--- src/rtl/fm_audio_decim.sv ---
// Boxcar decimator with optional first-order de-emphasis and a 1-deep output hold register.
// Define AUDIO_DEEMPH_EN to enable the de-emphasis filter; otherwise stage 2 is a plain shift.
module fm_audio_decim #(
    parameter int IN_W         = 12,
    parameter int OUT_W        = 16,
    parameter int DECIM        = 8,
    parameter int DEEMPH_SHIFT = 4
) (
    input  logic                    clk,
    input  logic                    rst,
    input  logic signed [IN_W-1:0]  in_data,
    input  logic                    in_valid,
    output logic signed [OUT_W-1:0] out_data,
    output logic                    out_valid,
    input  logic                    out_ready,
    output logic [7:0]              overrun_cnt
);

    localparam int LG    = $clog2(DECIM);
    localparam int ACC_W = IN_W + LG;
    localparam int SH    = OUT_W - IN_W;

    if (DECIM < 2 || DECIM > 256 || (DECIM & (DECIM - 1)) != 0) begin : g_bad_decim
        $error("DECIM must be a power of two in 2..256");
    end
    if (DEEMPH_SHIFT < 1 || DEEMPH_SHIFT > 8) begin : g_bad_shift
        $error("DEEMPH_SHIFT must be in 1..8");
    end
    if (OUT_W < IN_W) begin : g_bad_width
        $error("OUT_W must be >= IN_W");
    end

    logic signed [ACC_W-1:0] acc_q, acc_d;
    logic [LG-1:0]           phase_q, phase_d;
    logic signed [IN_W-1:0]  dec_q, dec_d;
    logic                    dec_vld_q, dec_vld_d;
    logic signed [OUT_W-1:0] out_data_q, out_data_d;
    logic                    out_valid_q, out_valid_d;
    logic [7:0]              ovr_q, ovr_d;

    logic signed [ACC_W-1:0] in_ext;
    logic signed [ACC_W-1:0] sum;
    logic                    last;
    logic signed [OUT_W-1:0] x;
    logic signed [OUT_W-1:0] y;
    logic                    can_load;

    assign in_ext = ACC_W'(in_data);
    assign sum    = (phase_q == '0) ? in_ext : acc_q + in_ext;
    assign last   = in_valid && (phase_q == LG'(DECIM - 1));

    always_comb begin
        acc_d     = acc_q;
        phase_d   = phase_q;
        dec_d     = dec_q;
        dec_vld_d = last;
        if (in_valid) begin
            acc_d   = sum;
            phase_d = phase_q + LG'(1);
        end
        // Dropping the low LG bits of a signed sum is a floor-rounded mean.
        if (last) begin
            dec_d = sum[ACC_W-1:LG];
        end
    end

    assign x = OUT_W'(dec_q) <<< SH;

`ifdef AUDIO_DEEMPH_EN
    localparam int ZW = OUT_W + DEEMPH_SHIFT;

    logic signed [ZW-1:0] z_q, z_d;

    // Intermediate wrap is harmless: the final sum always fits in ZW bits.
    always_comb begin
        z_d = z_q;
        if (dec_vld_q) begin
            z_d = z_q + ZW'(x) - (z_q >>> DEEMPH_SHIFT);
        end
    end

    assign y = z_d[ZW-1:DEEMPH_SHIFT];

    always_ff @(posedge clk) begin
        if (rst) begin
            z_q <= '0;
        end else begin
            z_q <= z_d;
        end
    end
`else
    assign y = x;
`endif

    assign can_load = !out_valid_q || out_ready;

    always_comb begin
        out_data_d  = out_data_q;
        out_valid_d = out_valid_q;
        ovr_d       = ovr_q;
        if (dec_vld_q && can_load) begin
            out_data_d  = y;
            out_valid_d = 1'b1;
        end else if (dec_vld_q) begin
            if (ovr_q != 8'hFF) begin
                ovr_d = ovr_q + 8'd1;
            end
        end else if (out_valid_q && out_ready) begin
            out_valid_d = 1'b0;
        end
    end

    always_ff @(posedge clk) begin
        if (rst) begin
            acc_q       <= '0;
            phase_q     <= '0;
            dec_q       <= '0;
            dec_vld_q   <= 1'b0;
            out_data_q  <= '0;
            out_valid_q <= 1'b0;
            ovr_q       <= '0;
        end else begin
            acc_q       <= acc_d;
            phase_q     <= phase_d;
            dec_q       <= dec_d;
            dec_vld_q   <= dec_vld_d;
            out_data_q  <= out_data_d;
            out_valid_q <= out_valid_d;
            ovr_q       <= ovr_d;
        end
    end

    assign out_data    = out_data_q;
    assign out_valid   = out_valid_q;
    assign overrun_cnt = ovr_q;

endmodule

--- config.mk ---
export PLATFORM = sky130hd
export DESIGN_NAME = fm_audio_decim
export DESIGN_NICKNAME = d
export VERILOG_FILES = /design/src/rtl/fm_audio_decim.sv
export SDC_FILE = /design/constraint.sdc
export NUM_CORES = 1
export LEC_CHECK = 0
export CORE_MARGIN = 2
export CORE_UTILIZATION = 35
export CTS_CLUSTER_SIZE = 8
export DETAILED_ROUTE_END_ITERATION = 7
export GPL_ROUTABILITY_DRIVEN = 0
export HOLD_SLACK_MARGIN = 0.06
export PLACE_DENSITY_LB_ADDON = 0.12
export SETUP_SLACK_MARGIN = 0.15
export SLEW_MARGIN = 20
export SYNTH_ARGS = -nofsm -noshare
export SYNTH_HDL_FRONTEND = slang
export SYNTH_SLANG_ARGS = --single-unit
--- constraint.sdc ---
create_clock -name clk -period 3.4 [get_ports clk]
set_input_delay 0.85 -clock clk [delete_from_list [all_inputs] [get_ports clk]]
set_output_delay 0.85 -clock clk [all_outputs]
set_load 0.005 [all_outputs]
==> flow_metrics.py, run 1 <==
metrics = {
    "cells_and_area": {
        "final_area_um2": 3520,
        "n_fill_cell": 849,
        "final_cells": 481,
        "area_growth_pct": 22.62,
        "antenna_cells": 0,
        "layout_common_cells": "nor2_1, dfxtp_1, clkdlybuf4s50_1",
        "final_util_pct": 43.49,
        "nets": 411,
        "layout_commonest_cell": "nor2_1",
        "drive_above_1_share_pct": 10.90,
    },
    "synth": {
        "ys_types": 49,
        "synth_edf_count": 0,
        "synth_cells": 337,
        "ys_ff_latch": 52,
        "synth.area.top_cells": "dfxtp_1, nor2_1, ha_1",
        "syn_area_um2": 2870,
        "synth_ff_type": "dfxtp_1",
        "synth_area_leader_cell": "dfxtp_1",
        "ys_seq_area_share_pct": 36.27,
        "syn_area_per_cell_um2": 8.517,
        "async_flop_share_pct": 0,
        "ys_warn_count": 0,
        "yosys.area.top_type_share_pct": 36.27,
    },
    "placement": {
        "numPlacedInstances": 472,
        "pre_cts_slack_ns": -0.09422,
        "dp_hpwl_um": 4529,
        "placed_area_um2": 3367,
        "numPortBuffers": 36,
    },
    "clocking": {
        "max-clock-path-buffers": 2,
        "clk_pin_slew_ns": 0.09,
        "htree_levels": 2,
        "tritoncts": "done",
        "numCtsBuffers": 5,
        "clk_latency_ns": 0.30,
        "hold_buffers": 0,
        "root_buffer": "clkbuf_8",
        "clkSinkCount": 52,
    },
    "timing": {
        "final_hold_viol_count": 0,
        "final_max_slew_viol_count": 0,
        "rsz0062_at_grt": "no",
        "fin_skew_ns": 0.005918,
        "fin_crit_sh_pct": 92.35,
        "worst_pin_slew_ns": 1.001,
        "period_minus_slack_ns": 3.140,
        "slew_headroom_pct": 33.29,
        "setup_viol_count_final": 0,
        "fmax_mhz": 318.5,
        "worst_slack_ns": 0.2601,
    },
    "setup_path": {
        "worstReg2RegStart": "acc_q[0]$_SDFFE_PP0P_",
        "slowest_stage": "or3_4",
        "cp.arrival_ns": 3.29,
        "critical_path_class": "in2reg",
        "crit_end": "acc_q[14]$_SDFFE_PP0P_",
        "endpoint_kind": "flop",
        "slowest_delay_ns": 0.44,
        "reg2reg_to": "acc_q[14]$_SDFFE_PP0P_",
        "path_cells": "clkdlybuf4s50_1, ha_2, inv_1, fa_2, and2b_4, o2111ai_4, a211oi_2, or3_4, and3_2, o31ai_2, a21oi_1",
        "r2r_slack_ns": 0.91,
        "r2r_cells": 10,
        "worstSetupStartpoint": "in_data[0]",
        "critPathMaxFanout": 4,
        "crit_path_start_kind": "input port",
        "cp.required_ns": 3.55,
    },
    "run": {
        "cap_violations": 0,
    },
    "global_route": {
        "grt_pass1_vias": 2262,
        "track_usage_pct": 14.89,
        "grt_pass1_wl_um": 10690,
        "antenna_found_initial": 0,
        "overflow": 0,
        "grt_max_degree": 53,
    },
    "floorplanning": {
        "die_area_um2": 8941,
        "fp.dieH_um": 94.56,
        "die_w_um": 94.56,
        "core_um2": 8093,
        "rows": 33,
        "io_pins": 41,
        "floorplan.initialDensity_pct": 35.47,
    },
    "routing": {
        "wire_per_inst_um": 13.16,
        "dr.first_iter.drc_count": 65,
        "vias_per_cell": 5.046,
        "final_antenna_net_count": 0,
        "post-route-drc-count": 0,
        "firstDrtPassIters": 4,
        "vias": 2427,
        "wirelength_um": 6329,
    },
    "power": {
        "power_density_nw_per_um2": 376.2,
        "leakagePower_uw": 0.001439,
        "power_uw": 1324,
        "ir_worst_vdd_mv": 0.1675,
    },
    "outcome": {
        "status": "completed",
    },
    "min_path": {
        "hold_path.class": "reg2reg",
    },
}
==> sequential cells by signal, summed over array words and instances, names as in the netlist <==
signal and count:
acc_q 15, dec_q 12, out_data 12, overrun_cnt 8, phase_q 3, dec_vld_q 1, out_valid 1
==> report_power, final <==
part / total (uW) / internal, uW / switching (uW)
combinational: 340 / 146 / 194
sequential: 645 / 629 / 15.7
clock: 340 / 140 / 200
total: 1320 / 915 / 409
==> metal layers <==
metal / global-route usage, % / vias to the layer above / routed length, um
li1: - / 1259 / -
met1: 21.47 / 1110 / 3392
met2: 22.86 / 52 / 2658
met3: 2.554 / 6 / 215
met4: 4.227 / 0 / 63
met5: 0 / - / 0
==> logic make-up (layout without fill, tap and decap cells) <==
group	Yosys count	after routing	synth area share, %
buffers and inverters	31	67	4.620
multiplexers	17	17	5.928
other	1	4	0.1307
AO/OA/AOI/OAI	81	81	20.31
adder cells (fa/ha/maj)	19	19	8.544
flip-flops	52	52	36.27
XOR/XNOR	15	15	4.577
AND/OR/NAND/NOR	121	121	19.62
==> what timing repair did <==
action,4_1_cts,5_1_grt
setup endpoints to repair,0,11
endpoints found under the hold margin,0,0
gates resized for setup,0,11
setup buffers,0,2
==> final cells by class <==
type | instances | area (um^2) | share of cell area, %
clock inverters | 2 | 12.51 | 0.3555
flip-flops and latches | 52 | 1041 | 29.58
clock buffers | 5 | 68.82 | 1.955
multi-input cells | 257 | 1764 | 50.12
well taps | 105 | 131.4 | 3.733
repair buffers | 51 | 467.9 | 13.30
inverters | 9 | 33.78 | 0.9598
==> through the flow <==
step,TNS (ns),hold slack [ns]
after floorplan,0,0.4608
after global placement,-0.03517,0.4724
after detailed placement,-0.4254,0.4832
after CTS,0,0.4976
after global routing,0,0.5160
final,0,0.4907
==> synth_stat cells (all sizes together), types with 3 or more instances <==
| cell | number |
|---|---|
| dfxtp | 52 |
| a21oi | 17 |
| nor2b | 5 |
| o21ai | 14 |
| and3 | 7 |
| nor3 | 4 |
| inv | 9 |
| nor2 | 62 |
| clkbuf | 14 |
| o21a | 5 |
| o22ai | 3 |
| xnor2 | 7 |
| xor2 | 8 |
| a21o | 4 |
| nand2 | 23 |
| a211oi | 23 |
| a311oi | 5 |
| ha | 18 |
| buf | 8 |
| mux2i | 17 |
| nand2b | 4 |
==> worst max-delay path: cells and delay by family <==
family | cells | cell delay (ns)
adder cells (fa/ha/maj) | 2 | 0.38
buffers and inverters | 2 | 0.49
AO/OA/AOI/OAI | 4 | 0.70
AND/OR/NAND/NOR | 3 | 0.87
==> how the worst min path moves through the flow <==
| stage | start | endpoint | slack [ns] | cells after the start |
|---|---|---|---|---|
| floorplan | dec_q[9]$_SDFFE_PP0P_ | out_data[13]$_SDFFE_PP0P_ | 0.46 | 2 |
| global placement | out_data[9]$_SDFFE_PP0P_ | out_data[9]$_SDFFE_PP0P_ | 0.47 | 2 |
| detailed placement | dec_q[4]$_SDFFE_PP0P_ | out_data[8]$_SDFFE_PP0P_ | 0.48 | 2 |
| CTS | acc_q[2]$_SDFFE_PP0P_ | acc_q[2]$_SDFFE_PP0P_ | 0.50 | 2 |
| global route | acc_q[13]$_SDFFE_PP0P_ | acc_q[13]$_SDFFE_PP0P_ | 0.52 | 2 |
| finish | acc_q[2]$_SDFFE_PP0P_ | acc_q[2]$_SDFFE_PP0P_ | 0.49 | 2 |
Power figures use the tool's default switching activity.
==> run 2, diff against run 1 <==
- CORE_MARGIN: 2 -> 1.5
- clock period: 3.4 -> 3.06 ns (I/O delays scaled with it)
==> run 2 against run 1 <==
Net effect:
- clock skew rose by 0.0048 ns
- combinational power rose by 24%
- clock power rose by 18%
- count of clock-buffer cells in the layout rose by 1
- worst setup slack got worse by 0.050 ns
- wire length rose by 2.5%
- register-to-register slack got worse by 0.34 ns
- worst hold slack improved by 0.0096 ns
- critical path depth fell by 2
- total power rose by 17%
- flip-flop and latch count did not move
- sequential share of layout area fell by 1.4 points
- largest cell class unchanged
==> flow_metrics.py, run 2 (same netlist as run 1, synthesis figures left out) <==
metrics = {
    "setup_path": {
        "slowest_delay_ns": 0.52,
        "cp.required_ns": 3.29,
        "endpoint_kind": "flop",
        "critPathMaxFanout": 4,
        "cp.arrival_ns": 3.08,
        "slowest_stage": "clkdlybuf4s50_1",
        "crit_path_start_kind": "input port",
        "critical_path_class": "in2reg",
        "path_cells": "clkdlybuf4s50_1, ha_4, and2b_4, o2111ai_4, a211oi_4, or3_4, a2111oi_4, o31ai_2, a21oi_1",
    },
    "routing": {
        "wl_met3_um": 209,
        "post-route-drc-count": 0,
        "wl_met1_um": 3599,
        "wirelength_um": 6489,
        "final_antenna_net_count": 0,
        "dr.first_iter.drc_count": 104,
        "top_layer": "met4",
        "wl_met2_um": 2606,
        "vias": 2412,
        "firstDrtPassIters": 4,
        "wire_per_inst_um": 13.06,
        "vias_per_cell": 4.853,
    },
    "timing": {
        "holdWs_ns": 0.5003,
        "fin_skew_ns": 0.01075,
        "final_max_slew_viol_count": 0,
        "fin_crit_sh_pct": 93.14,
        "worst_pin_slew_ns": 0.7035,
        "slew_headroom_pct": 53.10,
        "period_minus_slack_ns": 2.850,
        "rsz0062_at_grt": "no",
        "final_hold_viol_count": 0,
        "fmax_mhz": 350.9,
        "setup_viol_count_final": 0,
    },
    "floorplanning": {
        "rows": 32,
        "floorplan.initialDensity_pct": 36.58,
        "die_w_um": 93.56,
        "io_pins": 41,
        "core_um2": 7848,
        "die_area_um2": 8753,
        "fp.dieH_um": 93.56,
    },
    "cells_and_area": {
        "area_growth_pct": 28.95,
        "antenna_cells": 0,
        "layout_common_cells": "nor2_1, dfxtp_1, clkdlybuf4s50_1, buf_4, nand2_1",
        "layout_commonest_cell": "nor2_1",
        "top_register": "acc_q",
        "final_cells": 497,
        "largest_register_ffs": 15,
        "drive_above_1_share_pct": 15.95,
        "nets": 429,
    },
    "global_route": {
        "track_usage_pct": 15.52,
        "grt_pass1_wl_um": 10730,
        "grt_max_degree": 36,
        "antenna_found_initial": 0,
        "overflow": 0,
        "grt_pass1_vias": 2164,
    },
    "outcome": {
        "status": "completed",
    },
    "placement": {
        "numPortBuffers": 36,
        "dp_hpwl_um": 4631,
        "numPlacedInstances": 486,
    },
    "clocking": {
        "clkSinkCount": 52,
        "numCtsBuffers": 5,
        "root_buffer": "clkbuf_8",
        "clk_pin_slew_ns": 0.09,
        "htree_levels": 2,
        "max-clock-path-buffers": 2,
        "tritoncts": "done",
        "clk_latency_ns": 0.31,
    },
    "power": {
        "pwr-share-clk_pct": 26.0,
        "power_density_nw_per_um2": 416.9,
        "ir_worst_vdd_mv": 0.1951,
        "swShare_pct": 31.37,
        "combPwrFrac_pct": 27.4,
        "p_sw_uw": 484.1,
        "seqPwrFrac_pct": 46.6,
        "leakagePower_uw": 0.001540,
        "p_int_uw": 1059,
    },
    "run": {
        "cap_violations": 0,
    },
    "min_path": {
        "hold_path.class": "reg2reg",
    },
}
-- run 2: metrics by stage --
| stage | worst slack (ns) | TNS [ns] | util (%) | instance area [um^2] | power [uW] |
|---|---|---|---|---|---|
| after floorplan | 0.3544 | 0 | - | 2882 | 994.7 |
| after global placement | -0.2901 | -2.279 | 44.48 | 3491 | 1126 |
| after detailed placement | -0.3818 | -2.644 | 44.48 | 3491 | 1126 |
| after CTS | 0.1804 | 0 | 46.33 | 3636 | 1543 |
| after global routing | 0.1188 | 0 | 47.16 | 3701 | 1647 |
| final | 0.2098 | 0 | 47.16 | 3701 | 1543 |
-- run 2: final cells by class --
class	instances	area, um^2
Sequential cell	52	1041
Timing Repair Buffer	69	604.3
Fill cell	795	4146
Multi-Input combinational cell	257	1805
Clock inverter	2	16.27
Tap cell	102	127.6
Inverter	9	33.78
Clock buffer	6	72.57
-- run 2: power groups by stage --
stage	Sequential [uW]	Clock, uW	Combinational [uW]
global placement	731	0	394
detailed placement	731	0	394
global route	722	450	475
floorplan	726	0	269
finish	719	401	423
CTS	717	419	408
-- run 2: worst paths after layout --
check,to,slack (ns),from,depth (start not counted)
hold / removal,out_valid$_SDFFE_PP0P_,0.50,dec_vld_q$_SDFF_PP0_,2
setup reg to reg,acc_q[10]$_SDFFE_PP0P_,0.57,acc_q[0]$_SDFFE_PP0P_,12
hold reg to reg,out_valid$_SDFFE_PP0P_,0.50,dec_vld_q$_SDFF_PP0_,2
setup / recovery,acc_q[14]$_SDFFE_PP0P_,0.21,in_data[2],9
-- run 2: critical path, delay by kind of cell --
| kind | cells | cell delay, ns |
|---|---|---|
| AOI/OAI and AO/OA | 5 | 0.97 |
| and+or+nand+nor | 2 | 0.60 |
| buffers and inverters | 1 | 0.52 |
| adders and majority gates | 1 | 0.22 |
-- run 2: routing by layer --
metal	GRT usage (%)	vias up
met3	3.008	6
li1	-	1291
met2	22.52	36
met4	4.104	0
met1	23.18	1079
met5	0	-
-- run 2: what timing repair did --
| item | in CTS | in global routing |
|---|---|---|
| gates resized for setup | 9 | 10 |
| buffers inserted | 1 | 2 |
| pin swaps | 9 | 7 |
| cloned | 0 | 0 |
| hold buffers | 0 | 0 |
| setup endpoints to repair | 8 | 12 |
==> run 3, diff against run 2 <==
- CORE_UTILIZATION: 35 -> 48
- CTS_CLUSTER_SIZE: 8 -> 10
- clock period: 3.06 -> 2.4 ns (I/O delays scaled with it)
==> run 3 against run 2 <==
Net effect:
- first-iteration DRC count rose by 0.96%
- wire length up 5.4%
- critical endpoint is now dec_q[11]$_SDFFE_PP0P_
- the flow now finishes with violations (negative setup slack)
- cell count down 3.2%
==> flow_metrics.py, run 3 (same netlist as run 1, synthesis figures left out) <==
metrics = {
    "outcome": {
        "status": "finished, violations left",
        "violations": "negative setup slack",
    },
    "global_route": {
        "track_usage_pct": 22.61,
        "overflow": 0,
        "grt_max_degree": 29,
        "grt_pass1_wl_um": 11360,
        "grt_pass1_vias": 2520,
        "antenna_found_initial": 0,
    },
    "setup_path": {
        "slowest_stage": "or4_4",
        "path_cells": "buf_8, ha_4, inv_2, fa_2, and2b_4, o2111ai_4, a211oi_2, buf_4, or4_4, nand3_2, xnor2_2, a211oi_2",
        "cp.arrival_ns": 2.63,
        "critPathMaxFanout": 2,
        "crit_path_start_kind": "input port",
        "cp.required_ns": 2.63,
        "cp_common_cell": "a211oi_2",
        "critical_path_class": "in2reg",
        "slowest_delay_ns": 0.50,
        "endpoint_kind": "flop",
    },
    "power": {
        "combPwrFrac_pct": 30.3,
        "leakagePower_uw": 0.001639,
        "seqPwrFrac_pct": 44.8,
        "pwr-share-clk_pct": 24.8,
        "p_int_uw": 1428,
        "power_uw": 2054,
        "power_density_nw_per_um2": 524.5,
        "swShare_pct": 30.46,
        "p_sw_uw": 625.6,
        "ir_worst_vdd_mv": 0.4832,
    },
    "floorplanning": {
        "core_um2": 5642,
        "die_area_um2": 6453,
        "io_pins": 41,
        "die_w_um": 80.33,
        "floorplan.initialDensity_pct": 50.88,
        "rows": 27,
        "fp.dieH_um": 80.33,
    },
    "routing": {
        "wire_per_inst_um": 14.21,
        "final_antenna_net_count": 0,
        "vias_per_cell": 5.412,
        "vias": 2603,
        "wirelength_um": 6837,
        "dr.first_iter.drc_count": 105,
        "firstDrtPassIters": 4,
        "post-route-drc-count": 0,
    },
    "clocking": {
        "clk_pin_slew_ns": 0.09,
        "hold_buffers": 0,
        "clkSinkCount": 52,
        "root_buffer": "clkbuf_8",
        "max-clock-path-buffers": 2,
        "numCtsBuffers": 5,
        "tritoncts": "done",
        "htree_levels": 2,
        "clk_latency_ns": 0.30,
    },
    "run": {
        "cap_violations": 0,
    },
    "placement": {
        "numPortBuffers": 36,
        "placed_area_um2": 3591,
        "dp_hpwl_um": 4982,
        "pre_cts_slack_ns": -0.7732,
    },
    "timing": {
        "fin_crit_sh_pct": 100.1,
        "final_max_slew_viol_count": 0,
        "final_hold_viol_count": 0,
        "worst_slack_ns": -0.002926,
        "worst_pin_slew_ns": 0.5056,
        "fmax_mhz": 416.2,
        "rsz0062_at_grt": "yes",
        "setup_viol_count_final": 1,
        "period_minus_slack_ns": 2.403,
        "slew_headroom_pct": 66.29,
        "fin_skew_ns": 0.008107,
    },
    "cells_and_area": {
        "antenna_cells": 0,
        "area_growth_pct": 36.44,
        "top_register": "acc_q",
        "largest_register_ffs": 15,
        "layout_common_cells": "nor2_1, dfxtp_1, buf_4",
        "final_area_um2": 3916,
        "drive_above_1_share_pct": 25.92,
        "layout_commonest_cell": "nor2_1",
        "nets": 443,
        "n_fill_cell": 465,
    },
    "min_path": {
        "hold_path.class": "reg2reg",
    },
}
-- run 3: worst paths after layout --
check | from | end | slack, ns | cells after the start
max reg2reg | acc_q[0]$_SDFFE_PP0P_ | dec_q[11]$_SDFFE_PP0P_ | 0.05 | 11
max | in_data[0] | dec_q[11]$_SDFFE_PP0P_ | -0.003 | 12
min reg2reg | dec_q[3]$_SDFFE_PP0P_ | out_data[7]$_SDFFE_PP0P_ | 0.49 | 2
min | dec_q[3]$_SDFFE_PP0P_ | out_data[7]$_SDFFE_PP0P_ | 0.49 | 2
-- run 3: final cells by class --
class / instances / area [um^2] / share of cell area (%)
Clock buffer: 7 / 86.33 / 2.204
Clock inverter: 1 / 7.507 / 0.1917
Inverter: 9 / 33.78 / 0.8626
Multi-Input combinational cell: 257 / 1941 / 49.55
Sequential cell: 52 / 1042 / 26.61
Tap cell: 72 / 90.09 / 2.300
Timing Repair Buffer: 83 / 715.7 / 18.27
-- run 3: timing repair --
item                       4_1_cts  5_1_grt
buffers inserted                 4        1
setup endpoints to repair       22       20
gates resized for setup         50       18
pin swaps                       28       15
-- run 3: metal layers --
layer  share of wire, %  global-route usage (%)  up-vias
li1                   -                       -     1325
met1                 42                   25.12     1214
met2                 52                   40.92       47
met3                2.6                   4.432       17
met4                2.8                   10.69        0
met5                  0                       0        -
-- run 3: critical path, delay by kind of cell --
| kind | cells | cell delay, ns |
|---|---|---|
| XOR/XNOR | 1 | 0.06 |
| AND/OR/NAND/NOR | 3 | 0.78 |
| AO/OA/AOI/OAI | 3 | 0.55 |
| buffers and inverters | 3 | 0.30 |
| adder cells (fa/ha/maj) | 2 | 0.33 |
-- run 3: through the flow --
| stage | instances | TNS, ns | hold WS (ns) | util, % |
|---|---|---|---|---|
| final | 481 | -0.002926 | 0.4947 | 69.42 |
| after global routing | 481 | -0.2056 | 0.5270 | 69.42 |
| after CTS | 480 | 0 | 0.4993 | 68.24 |
| after detailed placement | 468 | -11.93 | 0.4791 | 63.65 |
| after global placement | 468 | -10.95 | 0.4747 | 63.65 |
| after floorplan | 340 | -0.1016 | 0.4608 | - |
-- run 3: power groups by stage --
stage               Sequential (uW)  Clock, uW  Combinational [uW]
finish                          921        510                 623
CTS                             919        526                 588
global route                    924        566                 686
floorplan                       926          0                 352
detailed placement              934          0                 539
global placement                934          0                 527
